## src/rtl/add_wb_buffer.sv

```systemverilog
// add_wb_buffer: small show-ahead FIFO that holds adder results until the
// register file accepts them. Each entry is {carry, sum[15:0], tag}.
// Also counts accepted results whose carry-out was set (saturating at 255).
// Optional build macro ADD_WB_SAT_EN: clamp wb_data to 16'hFFFF when the head
// entry carries; otherwise wb_data is the wrapped 16-bit sum.
module add_wb_buffer #(
  parameter int unsigned DEPTH = 4,
  parameter int unsigned TAG_W = 4
) (
  input  logic                     clk,
  input  logic                     rst,
  input  logic                     in_valid,
  input  logic [16:0]              in_sum,
  input  logic [TAG_W-1:0]         in_tag,
  output logic                     in_ready,
  output logic                     wb_valid,
  input  logic                     wb_ready,
  output logic [15:0]              wb_data,
  output logic [TAG_W-1:0]         wb_tag,
  output logic                     wb_carry,
  output logic [$clog2(DEPTH):0]   count,
  output logic [7:0]               carry_cnt
);

  localparam int unsigned PtrW = $clog2(DEPTH);
  localparam int unsigned CntW = PtrW + 1;
  localparam int unsigned EntW = 17 + TAG_W;
  localparam logic [CntW-1:0] FullCnt = CntW'(DEPTH);

  logic [EntW-1:0] mem_q [DEPTH];
  logic [PtrW-1:0] wr_ptr_q, wr_ptr_d;
  logic [PtrW-1:0] rd_ptr_q, rd_ptr_d;
  logic [CntW-1:0] count_q, count_d;
  logic [7:0]      carry_cnt_q, carry_cnt_d;
  logic            push, pop;
  logic [EntW-1:0] head;
  logic [15:0]     head_sum;

  // Handshakes derive only from registered count: a full buffer never takes a
  // push, even in a cycle that also pops.
  assign in_ready = (count_q < FullCnt);
  assign wb_valid = (count_q != '0);
  assign push     = in_valid & in_ready;
  assign pop      = wb_valid & wb_ready;

  // Next-state for pointers, occupancy and the carry counter
  always_comb begin
    wr_ptr_d    = wr_ptr_q;
    rd_ptr_d    = rd_ptr_q;
    count_d     = count_q;
    carry_cnt_d = carry_cnt_q;
    // Pointers wrap naturally because DEPTH is a power of two
    if (push) wr_ptr_d = wr_ptr_q + PtrW'(1);
    if (pop)  rd_ptr_d = rd_ptr_q + PtrW'(1);
    unique case ({push, pop})
      2'b10:   count_d = count_q + CntW'(1);
      2'b01:   count_d = count_q - CntW'(1);
      default: count_d = count_q;
    endcase
    if (push && in_sum[16] && (carry_cnt_q != 8'hFF)) begin
      carry_cnt_d = carry_cnt_q + 8'd1;
    end
  end

  // Control state register; reset wins over any push or pop
  always_ff @(posedge clk) begin
    if (rst) begin
      wr_ptr_q    <= '0;
      rd_ptr_q    <= '0;
      count_q     <= '0;
      carry_cnt_q <= '0;
    end else begin
      wr_ptr_q    <= wr_ptr_d;
      rd_ptr_q    <= rd_ptr_d;
      count_q     <= count_d;
      carry_cnt_q <= carry_cnt_d;
    end
  end

  // Entry storage; contents are not cleared by reset
  always_ff @(posedge clk) begin
    if (push && !rst) begin
      mem_q[wr_ptr_q] <= {in_sum, in_tag};
    end
  end

  // Show-ahead read of the head entry
  always_comb begin
    head     = mem_q[rd_ptr_q];
    head_sum = head[TAG_W +: 16];
    wb_tag   = head[TAG_W-1:0];
    wb_carry = head[EntW-1];
`ifdef ADD_WB_SAT_EN
    wb_data  = wb_carry ? 16'hFFFF : head_sum;
`else
    wb_data  = head_sum;
`endif
  end

  assign count     = count_q;
  assign carry_cnt = carry_cnt_q;

endmodule
```

## config.mk

```make
export PLATFORM = sky130hd
export DESIGN_NAME = add_wb_buffer
export DESIGN_NICKNAME = d
export VERILOG_FILES = /design/src/rtl/add_wb_buffer.sv
export SDC_FILE = /design/constraint.sdc
export NUM_CORES = 1
export LEC_CHECK = 0
export ABC_AREA = 1
export CAP_MARGIN = 0
export CORE_ASPECT_RATIO = 0.75
export CORE_MARGIN = 10
export CORE_UTILIZATION = 50
export DETAILED_ROUTE_END_ITERATION = 12
export GPL_TIMING_DRIVEN = 0
export PLACE_DENSITY_LB_ADDON = 0.1
export SLEW_MARGIN = 20
export SYNTH_ARGS = -nofsm -noshare
export SYNTH_HDL_FRONTEND = slang
export SYNTH_SLANG_ARGS = --single-unit
```

## constraint.sdc

```tcl
create_clock -name clk -period 2.3 [get_ports clk]
set_input_delay 0.345 -clock clk [delete_from_list [all_inputs] [get_ports clk]]
set_output_delay 0.345 -clock clk [all_outputs]
set_load 0.1 [all_outputs]
```

==> impl_metrics.toml, run 1 <==
[status]
outcome = "finished, final reports clean"

[yosys]
synth.net_count = 366
synth-seq-cells = 101
avgSynthCellArea_sq_um = 12.0
ys_types = 22
synth_warnings = 0
seq_area_frac_synth_pct = 71.5
netlist_area_sq_um = 4010
synth_cells = 334

[finish]
postLayoutCellArea_sq_um = 5080
final_nets = 435
areaGrowthSynthToFinish_pct = 26.7
antennaDiodeCount = 0
instances_no_fill = 513
final_common_cell = "edfxtp_1"
drive_gt1_share_pct = 21.8
final_cell_mix = "edfxtp_1, nor2_1, o21ai_0"

[floorplanning]
die_area_sq_um = 12000
io_pins = 59
start_util_pct = 51.1
rows = 28
core_sq_um = 7850
dieWidth_um = 123
die_y_um = 97.5

[setup_path]
endpoint_kind = "output pin"
cp_slowest_cell = "clkdlybuf4s50_1"
cp-start-kind = "flip-flop"
path_max_fanout = 2
crit_family = "buffers and inverters"
criticalPathCategory = "reg -> out"
cp_data_arrival_time_ns = 1.87
cp.buffers_inverters = 1
cp_cell_sequence = "clkdlybuf4s50_1"
crit_required_ns = 1.96
crit_path_max_incr_delay_ns = 1.14

[sta]
fin_skew_ns = 0.00727
slew_headroom_pct = 33.9
finalCritPeriodShare_pct = 96.5
slew_viol_final = 0
setup_viol = 0
period_minus_slack_ns = 2.22
final_hold_viol_count = 0
fmax_mhz = 450
fin_ws_ns = 0.0801
fin_setup_tns_ns = 0
rsz0062_at_grt = "false"
tightest_slew_ns = 0.989

[place]
postPlaceCellArea_sq_um = 4900
place_congestion = 0.838
place_ws_ns = -0.355
dp.final_hpwl_um = 5630
port_buffers = 58
dp_cells = 497

[cts]
cts_sinks = 101
post_cts_buffers = 0
root_buffer = "clkbuf_8"
clock_latency_ns = 0.36
cts_max_path_buffers = 2
ctsHoldBuffers = 0
cts-htree-levels = 3
cts_tree = "built"
cts_inserted_buffers = 9
clk_pin_slew_ns = 0.09

[drt]
drc_errors = 0
wire_per_inst_um = 17.0
drtIter0Drc = 122
dr.pass1.iters = 4
drt_wl_total_um = 8710
vias_per_cell = 5.25
ant_nets = 0
vias = 2692

[global_routing]
grt_usage_pct = 15.1
grt_pass1_wl_um = 14200
grt_max_degree = 22
grt_overflow = 0
first_global_vias = 2738
antenna_found_initial = 0

[power]
p_leak_nw = 1.91
report.power.total_mw = 6.37
powerDensity_nw_per_um2 = 1260
ir_drop_mv = 0.764

[job]
cap_violations = 0

[min_path]
min_path_type = "reg -> reg"
-- synthesized netlist by cell type (all sizes together) --
cell type,instances,area (sq um)
a21oi,11,58.8
buf,8,40.0
clkbuf,6,25.0
dfxtp,17,340
edfxtp,84,2520
fa,1,20.0
ha,6,75.1
inv,24,90.1
nand2,30,130
nand3,11,55.1
nand4,1,6.26
nor2,62,248
o21ai,51,255
o22ai,21,131
xor2,1,8.76
-- final timing paths --
check | startpoint | end | slack, ns | cells past startpoint
worst max-delay path | count[2] | count[2] | 0.08 | 1
worst min-delay path | carry_cnt[1] | carry_cnt[1] | 0.51 | 2
worst max register to register | count[2] | mem_q[3][20] | 0.45 | 3
worst min register to register | carry_cnt[1] | carry_cnt[1] | 0.51 | 2
-- cells by family after synthesis --
group	Yosys count	synth area share (%)
and+or+nand+nor	104	11.0
DFF	101	71.5
AOI/OAI and AO/OA	83	11.1
buffers and inverters	38	3.87
adders and majority gates	7	2.37
xor gates and xnor gates	1	0.219
-- what timing repair did --
item                                   4_1_cts  5_1_grt
endpoints found under the hold margin        0        0
resized for setup                          129       15
setup endpoints to repair                   27       25
-- registers in the layout, summed over array words and instances (netlist names), named ones only --
| register | flops |
|---|---|
| rd_ptr_q | 2 |
| mem_q | 84 |
| wr_ptr_q | 2 |
| count | 3 |
| carry_cnt | 8 |
-- metal layers --
layer | GRT usage, % | up-vias | share of wire [%]
li1 | - | 1321 | -
met1 | 19.1 | 1306 | 44
met2 | 23.1 | 60 | 48
met3 | 5.98 | 5 | 6.5
met4 | 4.29 | 0 | 0.92
met5 | 0 | - | 0
-- power breakdown --
group          switching [mW]  internal (mW)
registers              0.0577           2.13
clock network           0.603          0.616
logic                    2.34          0.624
-- through the flow --
stage	hold slack, ns	util (%)
2_1_floorplan	0.407	-
3_3_place_gp	0.489	62.1
3_5_place_dp	0.493	62.5
4_1_cts	0.510	64.4
5_1_grt	0.550	64.7
6_report	0.507	64.7
-- tightest hold or removal path: cells and delay by family (launching register included) --
kind	cells	cell delay, ns
flops	1	0.35
simple gates	1	0.07
compound gates	1	0.05
-- layout make-up --
cell class / instances / area (sq um)
multi-input combinational: 195 / 1160
clock buffer: 9 / 124
tap: 105 / 131
inverter: 24 / 92.6
clock inverter: 7 / 97.6
sequential: 101 / 2870
buffer: 14 / 70.1
fill: 649 / 2770
timing repair buffer: 58 / 531
Note: power is estimated with default switching activity, not from simulation.
==> run 2, diff against run 1 <==
--- a/config.mk
+++ b/config.mk
@@ -13,3 +13,2 @@
 export DETAILED_ROUTE_END_ITERATION = 12
-export GPL_TIMING_DRIVEN = 0
 export PLACE_DENSITY_LB_ADDON = 0.1
--- a/constraint.sdc
+++ b/constraint.sdc
@@ -3,2 +3,2 @@
 set_output_delay 0.345 -clock clk [all_outputs]
-set_load 0.1 [all_outputs]
+set_load 0.005 [all_outputs]
==> run 2 against run 1 <==
First-iteration DRC count did not move. Utilization is 0.32 points lower. Via count shrank 0.52%. Non-clock buffer count is 1 higher. Combinational power decreased by 54%. Final cell count increased by 0.19%. Critical endpoint is now wb_data[15]. Worst setup slack better by 0.051 ns. Flip-flop and latch count is the same. Clock power fell by 12%. Largest cell class unchanged. Sequential power hardly changed. Global-route usage is 1.0 points lower. Power down 27%.
==> impl_metrics.toml, run 2 (same netlist as run 1, synthesis figures left out) <==
[status]
outcome = "finished, final reports clean"

[drt]
drt_wl_total_um = 8270
ant_nets = 0
drc_errors = 0
dr.pass1.iters = 4
drtIter0Drc = 122
wire_per_inst_um = 16.1
vias_per_cell = 5.21
vias = 2678

[global_routing]
grt_overflow = 0
first_global_vias = 2671
grt_max_degree = 23
grt_usage_pct = 14.0
antenna_found_initial = 0
grt_pass1_wl_um = 13400

[setup_path]
cp_slowest_cell = "clkdlybuf4s50_1"
crit_path_max_incr_delay_ns = 0.55
crit_family = "buffers and inverters"
cp.buffers_inverters = 3
cp-start-kind = "flip-flop"
crit_required_ns = 1.96
cp_data_arrival_time_ns = 1.82
endpoint_kind = "output pin"
path_max_fanout = 22
cp_cell_sequence = "inv_4 > buf_12 > nor2_1 > o22ai_1 > clkdlybuf4s50_1"
criticalPathCategory = "reg -> out"

[place]
place_ws_ns = 0.175
dp_cells = 498
postPlaceCellArea_sq_um = 4840
dp.final_hpwl_um = 5670
port_buffers = 58
place_congestion = 0.789

[power]
powerDensity_nw_per_um2 = 917
report.power.total_mw = 4.63
ir_drop_mv = 0.552
p_leak_nw = 1.79

[floorplanning]
core_sq_um = 7850
die_area_sq_um = 12000
dieWidth_um = 123
io_pins = 59
rows = 28
die_y_um = 97.5
start_util_pct = 51.1

[finish]
largest_reg_flops = 84
areaGrowthSynthToFinish_pct = 26.1
antennaDiodeCount = 0
postLayoutCellArea_sq_um = 5050
finish.utilization_pct = 64.4
instances_no_fill = 514
final_nets = 436
multi_input_area_sq_um = 998
top_register = "mem_q"
nFillCells = 637
register_area_sq_um = 2870
final_cell_mix = "edfxtp_1, nor2_1, clkdlybuf4s50_1"
drive_gt1_share_pct = 11.0
final_common_cell = "edfxtp_1"

[sta]
setup_viol = 0
whs_ns = 0.513
rsz0062_at_grt = "false"
fmax_mhz = 461
slew_headroom_pct = 83.2
slew_viol_final = 0
final_hold_viol_count = 0
fin_ws_ns = 0.131
fin_setup_tns_ns = 0
fin_skew_ns = 0.00950
period_minus_slack_ns = 2.17
finalCritPeriodShare_pct = 94.3
tightest_slew_ns = 0.252

[cts]
clk_pin_slew_ns = 0.09
cts_inserted_buffers = 9
ctsHoldBuffers = 0
root_buffer = "clkbuf_8"
cts-htree-levels = 3
cts_max_path_buffers = 2
clock_latency_ns = 0.35
cts_sinks = 101
cts_tree = "built"

[min_path]
min_path_type = "reg -> reg"

[job]
cap_violations = 0
[run 2: worst reg2reg max path, stage by stage (launching register included)]
cell,delay [ns]
dfxtp_1,0.36
inv_1,0.08
nand3_1,0.12
nand2_1,0.08
inv_1,0.10
ha_1,0.17
inv_1,0.07
fa_1,0.38
nand2_1,0.08
nand3_1,0.09
o21ai_0,0.19
a21oi_1,0.07
[run 2: path summary, 6_finish.rpt]
path | from | to | slack, ns | cells past startpoint
worst max-delay path | flip-flop | wb_data[15] | 0.13 | 5
worst min-delay path | rd_ptr_q[1] | flip-flop | 0.51 | 2
worst max register to register | count[1] | count[2] | 0.42 | 11
worst min register to register | rd_ptr_q[1] | flip-flop | 0.51 | 2
[run 2: repair_timing]
item / CTS / global route
buffers inserted: 0 / 0
resized for setup: 1 / 8
pin swaps: 0 / 1
setup endpoints to repair: 19 / 13
[run 2: routing by layer]
layer / global-route usage [%] / share of wire (%) / vias up
met5: 0 / 0 / -
met4: 3.84 / 0.92 / 0
met3: 4.65 / 5.6 / 8
met2: 21.1 / 46 / 55
met1: 18.8 / 48 / 1296
li1: - / - / 1319
[run 2: where the power goes]
group	total (mW)	internal, mW	switching [mW]
registers	2.21	2.13	0.0765
clock network	1.07	0.502	0.568
logic	1.35	0.685	0.670
[run 2: layout make-up]
type                       instances  area share [%]
clock buffer                      10            2.53
inverter                          24            1.83
sequential                       101            56.8
clock inverter                     6            1.24
timing repair buffer              73            15.3
tap                              105            2.60
multi-input combinational        195            19.8
==> run 3, diff against run 2 <==
clock period = 2 ns   (was 2.3 ns; I/O delays follow)
==> run 3 against run 2 <==
Non-clock buffer count is 4 higher. Sequential power is 14% higher. First-iteration DRC count is 3.3% lower. Largest power group unchanged. Register-to-register slack worse by 0.21 ns. Clock power is 4% higher. Clock-buffer cell count stayed put. Global-route usage is 0.29 points higher. Critical path depth stayed put. Clock skew is 0.0022 ns higher. Sequential share of layout area is 0.20 points higher.
==> impl_metrics.toml, run 3 (same netlist as run 1, synthesis figures left out) <==
[finish]
antennaDiodeCount = 0
drive_gt1_share_pct = 12.1
final_cell_mix = "edfxtp_1, nor2_1, o21ai_0"
top_register = "mem_q"
largest_reg_flops = 84
final_common_cell = "edfxtp_1"
register_area_sq_um = 2870
nFillCells = 650
postLayoutCellArea_sq_um = 5030
final_nets = 440
areaGrowthSynthToFinish_pct = 25.7
multi_input_area_sq_um = 998

[setup_path]
criticalPathCategory = "reg -> out"
endpoint_kind = "output pin"
path_max_fanout = 22
cp-start-kind = "flip-flop"
r2r_start = "count[1]"
crit_required_ns = 1.70
cp_data_arrival_time_ns = 1.52

[place]
postPlaceCellArea_sq_um = 4870
dp.final_hpwl_um = 5550
place_ws_ns = -0.0176
port_buffers = 58
place_congestion = 0.792

[power]
p_switching_mw = 1.52
clock_power_share_pct = 21.7
comb_power_share_pct = 28.8
cellInternalPower_mw = 3.60
p_sw_share_pct = 29.6
ir_drop_mv = 0.601
powerDensity_nw_per_um2 = 1020
sequentialPowerShare_pct = 49.5
p_leak_nw = 1.81

[drt]
drtIter0Drc = 118
drt_wl_total_um = 8250
dr.pass1.iters = 4
drc_errors = 0
vias = 2668
vias_per_cell = 5.15
ant_nets = 0
wire_per_inst_um = 15.9

[sta]
period_minus_slack_ns = 1.82
fmax_mhz = 549
final_hold_viol_count = 0
finalCritPeriodShare_pct = 91.1
slew_headroom_pct = 83.0
whs_ns = 0.498
fin_skew_ns = 0.0117
rsz0062_at_grt = "false"
setup_viol = 0
slew_viol_final = 0
tightest_slew_ns = 0.254
fin_ws_ns = 0.179

[status]
outcome = "finished, final reports clean"

[global_routing]
grt_pass1_wl_um = 13600
grt_usage_pct = 14.3
antenna_found_initial = 0
grt_overflow = 0
first_global_vias = 2677
grt_max_degree = 23

[cts]
cts_inserted_buffers = 9
ctsHoldBuffers = 0
cts-htree-levels = 3
cts_tree = "built"
cts_max_path_buffers = 2
root_buffer = "clkbuf_8"
cts_sinks = 101
clk_pin_slew_ns = 0.08
clock_latency_ns = 0.36
post_cts_buffers = 0

[floorplanning]
dieWidth_um = 123
rows = 28
die_y_um = 97.5
io_pins = 59
core_sq_um = 7850
die_area_sq_um = 12000
start_util_pct = 51.1

[min_path]
min_path_type = "reg -> reg"
min_from = "rd_ptr_q[1]"

[job]
cap_violations = 0
==> run 3: metrics by stage <==
| stage | instances | total power [mW] | TNS, ns | util [%] |
|---|---|---|---|---|
| global route | 518 | 5.44 | 0 | 64.2 |
| CTS | 518 | 5.18 | 0 | 64.2 |
| global placement | 502 | 4.15 | 0 | 62.0 |
| finish | 518 | 5.12 | 0 | 64.2 |
| detailed placement | 502 | 4.17 | -0.0176 | 62.0 |
| floorplan | 334 | 3.28 | 0 | - |
==> run 3: path summary, 6_finish.rpt <==
kind                               endpoint  slack, ns  cells past startpoint
worst min-delay path              flip-flop       0.50                      2
worst max register to register     count[2]       0.21                     11
worst max-delay path            wb_data[15]       0.18                      5
worst min register to register    flip-flop       0.50                      2
==> run 3: what timing repair did <==
| item | 4_1_cts | 5_1_grt |
|---|---|---|
| pin swaps | 1 | 0 |
| gates resized for setup | 30 | 1 |
| setup endpoints to repair | 21 | 1 |
==> run 3: per-layer routing <==
metal,wire [um],GRT usage [%]
met1,3900,18.1
met2,3890,22.6
met3,426,5.28
met4,28,3.57
met5,0,0
==> run 3: worst max-delay path: stages (launching register included) <==
cell and delay [ns]:
dfxtp_4 0.38, inv_4 0.10, buf_12 0.15, o21ai_0 0.08, o22ai_1 0.17, dlygate4sd2_1 0.27
==> run 3: power groups by stage <==
stage               logic, mW  clock network, mW  registers, mW
detailed placement       1.61                  0           2.57
floorplan               0.725                  0           2.55
global placement         1.58                  0           2.57
CTS                      1.51               1.14           2.53
global route             1.66               1.23           2.55
finish                   1.47               1.11           2.53
==> run 3: layout make-up <==
class                           count  area share [%]
Multi-Input combinational cell    195            19.8
Clock inverter                      6           0.770
Inverter                           24            1.84
Sequential cell                   101            57.0
Timing Repair Buffer               77            15.5
Clock buffer                       10            2.53
Tap cell                          105            2.61
